--- config.mk ---
export PLATFORM = sky130hd
export DESIGN_NAME = mul_result_collector_flat
export DESIGN_NICKNAME = d
export VERILOG_FILES = /design/src/rtl/mul_result_collector_pkg.sv /design/src/rtl/mul_result_collector_if.sv /design/src/rtl/mul_lane_narrow.sv /design/src/rtl/mul_result_collector.sv /design/src/flat_wrapper.sv
export SDC_FILE = /design/constraint.sdc
export NUM_CORES = 2
export LEC_CHECK = 0
export BUFFER_PORTS_ARGS = -buffer_cell sky130_fd_sc_hd__buf_2
export CAP_MARGIN = 20
export CORE_AREA = 2 2 602 604
export DETAILED_ROUTE_END_ITERATION = 16
export DIE_AREA = 0 0 604 606
export PLACE_DENSITY_LB_ADDON = 0.25
export SYNTH_ARGS = -nofsm -noshare
export SYNTH_HDL_FRONTEND = slang
export SYNTH_SLANG_ARGS = --single-unit
--- constraint.sdc ---
create_clock -name clk -period 5.17 [get_ports clk]
set_clock_uncertainty 0.15 [all_clocks]
set_input_delay 1.034 -clock clk [delete_from_list [all_inputs] [get_ports clk]]
set_output_delay 1.034 -clock clk [all_outputs]
set_load 0.02 [all_outputs]
--- src/rtl/mul_result_collector_pkg.sv ---
`default_nettype none
// ============================================================================
//  Module   : mul_result_collector_pkg
//  Brief    : Shared multiplier definitions: element-width encoding, collector
//             state encoding, lane count default and product chunk width.
//  Revision : 1.0  initial release
// ============================================================================
package mul_result_collector_pkg;

    localparam int c_LANES_DEFAULT = 16;
    localparam int c_CHUNK_W       = 64;
    localparam int c_WORD_W        = 32;

    // Element width selector as issued to the multiplier array
    typedef enum logic [1:0] {
        SEW_8    = 2'b00,
        SEW_16   = 2'b01,
        SEW_32   = 2'b10,
        SEW_RSVD = 2'b11
    } sew_e;

    // Collector control states
    typedef enum logic [1:0] {
        ST_IDLE = 2'b00,
        ST_WAIT = 2'b01,
        ST_HOLD = 2'b10
    } coll_state_e;

endpackage : mul_result_collector_pkg
`default_nettype wire

--- src/rtl/mul_result_collector_if.sv ---
`default_nettype none
// ============================================================================
//  Module   : mul_result_collector_if
//  Brief    : Operation/lane/result bundle between the lane array side and
//             the result collector.
//  Revision : 1.0  initial release
// ============================================================================
interface mul_result_collector_if
    import mul_result_collector_pkg::*;
#(
    parameter int LANES = c_LANES_DEFAULT
);

    logic                         start;
    logic [1:0]                   sew;
    logic                         hi_sel;
    logic [LANES-1:0]             lane_done;
    logic [c_CHUNK_W*LANES-1:0]   product;
    logic [c_WORD_W*LANES-1:0]    result;
    logic                         result_valid;
    logic                         result_ready;
    logic                         busy;
    logic [1:0]                   err;

    // Issuing / consuming side
    modport master (
        output start, sew, hi_sel, lane_done, product, result_ready,
        input  result, result_valid, busy, err
    );

    // Collector side
    modport slave (
        input  start, sew, hi_sel, lane_done, product, result_ready,
        output result, result_valid, busy, err
    );

endinterface : mul_result_collector_if
`default_nettype wire

--- src/rtl/mul_lane_narrow.sv ---
`default_nettype none
// ============================================================================
//  Module   : mul_lane_narrow
//  Brief    : Selects the low or high half of every element product held in
//             one 64-bit lane chunk and packs the halves into a 32-bit word.
//  Revision : 1.0  initial release
// ============================================================================
module mul_lane_narrow
    import mul_result_collector_pkg::*;
(
    input  wire logic [c_CHUNK_W-1:0] i_chunk,
    input  wire sew_e                 i_sew,
    input  wire logic                 i_hi_sel,
    output logic [c_WORD_W-1:0]       o_word
);

    // Pure bit selection: each element contributes its chosen half, element 0 in the LSBs
    always_comb begin
        o_word = '0;
        case (i_sew)
            SEW_32: begin
                o_word = i_hi_sel ? i_chunk[63:32] : i_chunk[31:0];
            end
            SEW_16: begin
                o_word = i_hi_sel ? {i_chunk[63:48], i_chunk[31:16]}
                                  : {i_chunk[47:32], i_chunk[15:0]};
            end
            SEW_8: begin
                o_word = i_hi_sel ? {i_chunk[63:56], i_chunk[47:40],
                                     i_chunk[31:24], i_chunk[15:8]}
                                  : {i_chunk[55:48], i_chunk[39:32],
                                     i_chunk[23:16], i_chunk[7:0]};
            end
            default: begin
                o_word = '0;
            end
        endcase
    end

endmodule : mul_lane_narrow
`default_nettype wire

--- src/rtl/mul_result_collector.sv ---
`default_nettype none
// ============================================================================
//  Module   : mul_result_collector
//  Brief    : Waits for every multiplier lane to report completion, narrows
//             the lane products into the result vector and holds it until the
//             consumer accepts it. A stuck lane forces a timeout abort.
//  Revision : 1.0  initial release
// ============================================================================
module mul_result_collector
    import mul_result_collector_pkg::*;
#(
    parameter int LANES          = c_LANES_DEFAULT,
    parameter int TIMEOUT_CYCLES = 48
)(
    input  wire logic              clk,
    input  wire logic              reset,
    mul_result_collector_if.slave  bus
);

    localparam int                 c_CNT_W    = $clog2(TIMEOUT_CYCLES + 1);
    localparam logic [c_CNT_W-1:0] c_CNT_LAST = c_CNT_W'(TIMEOUT_CYCLES - 1);
    localparam logic [c_CNT_W-1:0] c_CNT_MAX  = '1;

    coll_state_e               r_state;
    coll_state_e               w_state_nxt;
    sew_e                      r_sew;
    logic                      r_hi_sel;
    logic [LANES-1:0]          r_mask;
    logic [c_CNT_W-1:0]        r_count;
    logic [c_WORD_W*LANES-1:0] r_result;
    logic                      r_valid;
    logic [1:0]                r_err;

    logic [c_WORD_W*LANES-1:0] w_narrow;
    logic                      w_all_done;
    logic                      w_timeout;
    logic                      w_accept;
    logic                      w_complete;
    logic                      w_abort;
    logic                      w_release;

    // Lanes finishing this cycle count toward completion immediately
    assign w_all_done = &(r_mask | bus.lane_done);
    assign w_timeout  = (r_count == c_CNT_LAST);

    generate
        for (genvar k = 0; k < LANES; k++) begin : g_lane
            mul_lane_narrow u_narrow (
                .i_chunk  (bus.product[c_CHUNK_W*k +: c_CHUNK_W]),
                .i_sew    (r_sew),
                .i_hi_sel (r_hi_sel),
                .o_word   (w_narrow[c_WORD_W*k +: c_WORD_W])
            );
        end
    endgenerate

    // Next-state and event decode; completion takes priority over timeout
    always_comb begin
        w_state_nxt = r_state;
        w_accept    = 1'b0;
        w_complete  = 1'b0;
        w_abort     = 1'b0;
        w_release   = 1'b0;
        case (r_state)
            ST_IDLE: begin
                if (bus.start) begin
                    w_accept    = 1'b1;
                    w_state_nxt = ST_WAIT;
                end
            end
            ST_WAIT: begin
                if (w_all_done) begin
                    w_complete  = 1'b1;
                    w_state_nxt = ST_HOLD;
                end else if (w_timeout) begin
                    w_abort     = 1'b1;
                    w_state_nxt = ST_HOLD;
                end
            end
            ST_HOLD: begin
                if (bus.result_ready) begin
                    w_release   = 1'b1;
                    w_state_nxt = ST_IDLE;
                end
            end
            default: begin
                w_state_nxt = ST_IDLE;
            end
        endcase
    end

    // State register
    always_ff @(posedge clk) begin
        if (reset) begin
            r_state <= ST_IDLE;
        end else begin
            r_state <= w_state_nxt;
        end
    end

    // Operation capture, done-mask/timeout tracking and result holding
    always_ff @(posedge clk) begin
        if (reset) begin
            r_sew    <= SEW_8;
            r_hi_sel <= 1'b0;
            r_mask   <= '0;
            r_count  <= '0;
            r_result <= '0;
            r_valid  <= 1'b0;
            r_err    <= 2'b00;
        end else begin
            if (w_accept) begin
                r_sew    <= sew_e'(bus.sew);
                r_hi_sel <= bus.hi_sel;
                r_mask   <= '0;
                r_count  <= '0;
            end
            if (r_state == ST_WAIT) begin
                r_mask <= r_mask | bus.lane_done;
                if (r_count != c_CNT_MAX) begin
                    r_count <= r_count + c_CNT_W'(1);
                end
            end
            if (w_complete) begin
                r_result <= w_narrow;
                r_err    <= (r_sew == SEW_RSVD) ? 2'b10 : 2'b00;
                r_valid  <= 1'b1;
            end
            if (w_abort) begin
                r_result <= '0;
                r_err    <= 2'b01;
                r_valid  <= 1'b1;
            end
            if (w_release) begin
                r_valid <= 1'b0;
            end
        end
    end

    assign bus.result       = r_result;
    assign bus.result_valid = r_valid;
    assign bus.err          = r_err;
    assign bus.busy         = (r_state != ST_IDLE);

endmodule : mul_result_collector
`default_nettype wire

--- src/flat_wrapper.sv ---
// flat-port wrapper written by rule: the top's interface ports become plain ports
module mul_result_collector_flat import mul_result_collector_pkg::*;
#(
    parameter int LANES          = c_LANES_DEFAULT,
    parameter int TIMEOUT_CYCLES = 48
)
  (clk, reset, bus_start, bus_sew, bus_hi_sel, bus_lane_done, bus_product, bus_result_ready, bus_result, bus_result_valid, bus_busy, bus_err);
  mul_result_collector_if #(.LANES(LANES)) bus_i ();
  input  wire logic clk;
  input  wire logic reset;
  input wire logic [$bits(bus_i.start)-1:0] bus_start;
  input wire logic [$bits(bus_i.sew)-1:0] bus_sew;
  input wire logic [$bits(bus_i.hi_sel)-1:0] bus_hi_sel;
  input wire logic [$bits(bus_i.lane_done)-1:0] bus_lane_done;
  input wire logic [$bits(bus_i.product)-1:0] bus_product;
  input wire logic [$bits(bus_i.result_ready)-1:0] bus_result_ready;
  output wire logic [$bits(bus_i.result)-1:0] bus_result;
  output wire logic [$bits(bus_i.result_valid)-1:0] bus_result_valid;
  output wire logic [$bits(bus_i.busy)-1:0] bus_busy;
  output wire logic [$bits(bus_i.err)-1:0] bus_err;
  assign bus_i.start = bus_start;
  assign bus_i.sew = bus_sew;
  assign bus_i.hi_sel = bus_hi_sel;
  assign bus_i.lane_done = bus_lane_done;
  assign bus_i.product = bus_product;
  assign bus_i.result_ready = bus_result_ready;
  assign bus_result = bus_i.result;
  assign bus_result_valid = bus_i.result_valid;
  assign bus_busy = bus_i.busy;
  assign bus_err = bus_i.err;
  mul_result_collector #(.LANES(LANES), .TIMEOUT_CYCLES(TIMEOUT_CYCLES)) u_core (.clk(clk), .reset(reset), .bus(bus_i));
endmodule
==> out/metrics.yaml <==
drc: 0
synth-async-reset-ratio_pct: 0
syn_nets: 5963
worst_setup_path_end_kind: "flop"
num_rows: 221
fin_nets: 7179
ys_seq_area_share_pct: 28.2
hp-start: "bus_sew[0]"
finalCriticalPeriod_ns: 3.53
grtUsageTotal_pct: 17.8
yosysUniqueCellTypes: 49
place_hpwl_um: 273000
h-tree-depth: 3
root_buffer: "clkbuf_16"
pwr-share-comb_pct: 23.8
antenna_found_initial: 177
tightest_slew_ns: 1.08
drt_iter0_markers: 4201
finalSetupViolations: 0
critPathMaxFanout: 68
insertion_delay_ns: 0.82
synth.avg_cell_area_um2: 7.83
core_um2: 360000
wire_per_inst_um: 31.1
yosysMostFrequentCell: "o21ai_0"
port_buffers: 1562
gp_congestion: 0.958
drive_gt1_share_pct: 36.3
pwr-share-seq_pct: 30.7
startpoint: "u_core.r_sew[0]"
grt_first_pass_wirelength_um: 447000
cts_resized: 0
slew_violations: 0
gr-total-overflow: 0
p_sw_w: 0.00465
synth_top_cell_area_share_pct: 28.2
grt_pass1_vias: 45500
cts-buffers-inserted: 85
dr.pass1.iters: 6
p_int_w: 0.00908
syn_inst: 4915
dp_cells: 10800
die_y_um: 606
die-area_um2: 366000
peakVddDrop_v: 0.000212
io-pin-count: 1563
clkPwrFrac_pct: 45.5
cts_buffer_depth: 4
syn_to_final_growth_pct: 41.8
die_w_um: 604
initial_core_util_pct: 10.7
yosysWarnings: 0
via_per_inst: 4.27
r2r_end: "u_core.bus.result[102]"
syn_area_um2: 38500
power.density_nw_per_um2: 252
drt.antenna.violating_nets: 0
period_share_pct: 68.4
instances_no_fill: 11100
hold_class: "in -> reg"
cts_tree: "yes"
cts_setup_buffers: 0
rr_worst_depth: 7
power.total_w: 0.0137
whs_ns: 0.297
synth_largest_area_cell: "dfxtp_1"
crit_end: "u_core.bus.result[102]"
r2r_setup_slack_ns: 1.64
cp_data_arrival_time_ns: 4.06
fillers: 41400
rsz0062_at_grt: "false"
ys_ff_latch: 542
crit_type: "reg -> reg"
path_clk_slew_ns: 0.06
start_kind: "flop"
timing.slew.headroom_pct: 27.8
num_vias: 47400
r2r_start: "u_core.r_sew[0]"
ys_top_cells_by_area: "dfxtp_1, mux2i_1, o21ai_0"
routed_wl_um: 345000
critPathRequiredTime_ns: 5.70
synth_flop_cell: "dfxtp_1"
switching_share_pct: 33.8
hold_viol_final: 0
setup_tns_ns: 0
drv_cap: 0
cts_hold_buf: 0
synth-edff-count: 0
synth_common_cells: "o21ai_0, a21oi_1, dfxtp_1"
clock-sinks: 542
p_leak_nw: 20.1
grt_max_degree: 155
status: "completed"
max_freq_mhz: 283
## kinds of logic (layout without fill, tap and decap cells)
kind of cell	count (synthesis)	in the layout	synth area share (%)
other	0	109	0
adders and majority gates	1	1	0.0325
and+or+nand+nor	1123	1123	13.4
DFF	542	542	28.2
buffers and inverters	594	1872	7.16
xor gates and xnor gates	1	1	0.0228
AOI/OAI and AO/OA	1842	1842	27.1
muxes	812	812	24.2
## power by group through the flow
stage | logic, W | registers (W) | clock network (W)
floorplan | 0.00166 | 0.00428 | 0
global placement | 0.00325 | 0.00431 | 0
detailed placement | 0.00325 | 0.00431 | 0
CTS | 0.00327 | 0.00422 | 0.00648
global route | 0.00346 | 0.00422 | 0.00658
finish | 0.00326 | 0.00422 | 0.00625
## worst min-delay path by stage
| stage | endpoint | slack, ns | cells past startpoint |
|---|---|---|---|
| global route | u_core.r_sew[0] | 0.24 | 3 |
| detailed placement | u_core.bus.result[131] | 0.31 | 2 |
| finish | u_core.r_sew[0] | 0.30 | 3 |
| floorplan | u_core.r_count[1] | 0.32 | 2 |
| CTS | u_core.r_hi_sel | 0.21 | 3 |
| global placement | u_core.bus.result[122] | 0.31 | 2 |
## critical path: stages, from the launching register on
cell,delay [ns]
dfxtp_4,0.71
buf_12,0.35
buf_4,0.48
mux2i_1,0.13
o21ai_0,0.78
mux2_2,0.30
nand3_1,0.07
a21oi_1,0.17
## stage by stage
| step | instance area, um^2 | setup slack [ns] | utilization (%) |
|---|---|---|---|
| 2_1_floorplan | 38500 | 2.70 | - |
| 3_3_place_gp | 51400 | 1.21 | 14.3 |
| 3_5_place_dp | 51400 | 1.55 | 14.3 |
| 4_1_cts | 54300 | 1.46 | 15.1 |
| 5_1_grt | 54500 | 1.35 | 15.1 |
| 6_report | 54600 | 1.64 | 15.1 |
## layout by cell type, fill, tap and decap left out, types with 102 or more instances in the layout
cell,synthesis,routed
buf_2,217,1563
o21ai_0,809,809
a21oi_1,611,611
dfxtp_1,542,539
nand3_1,504,504
mux2i_1,425,425
nand2_1,393,391
mux2_2,326,326
nor2_1,115,113
a221oi_1,110,110
diode_2,0,109
buf_4,55,102
## sequential cells by signal (all words and copies together) (netlist names)
signal                   count
u_core.bus.err               2
u_core.bus.result          512
u_core.bus.result_valid      1
u_core.r_count               6
u_core.r_hi_sel              1
u_core.r_mask               16
u_core.r_sew                 2
u_core.r_state               2
## layout make-up
type                       count  area (um^2)  share of cell area (%)
clock buffer                 116         2410                    4.41
inverter                       9         56.3                   0.103
clock inverter                33          478                   0.876
tap                         4794         6000                    11.0
antenna                      109          273                   0.500
sequential                   542        10900                    19.9
timing repair buffer        1714         9520                    17.4
multi-input combinational   3779        25000                    45.8
## metal layers
metal  track usage [%]  routed length, um
met5                 0                432
met4              6.50              13100
met3              4.64              25000
met2              30.8             169000
met1              21.1             138000
Power figures use the tool's default switching activity.
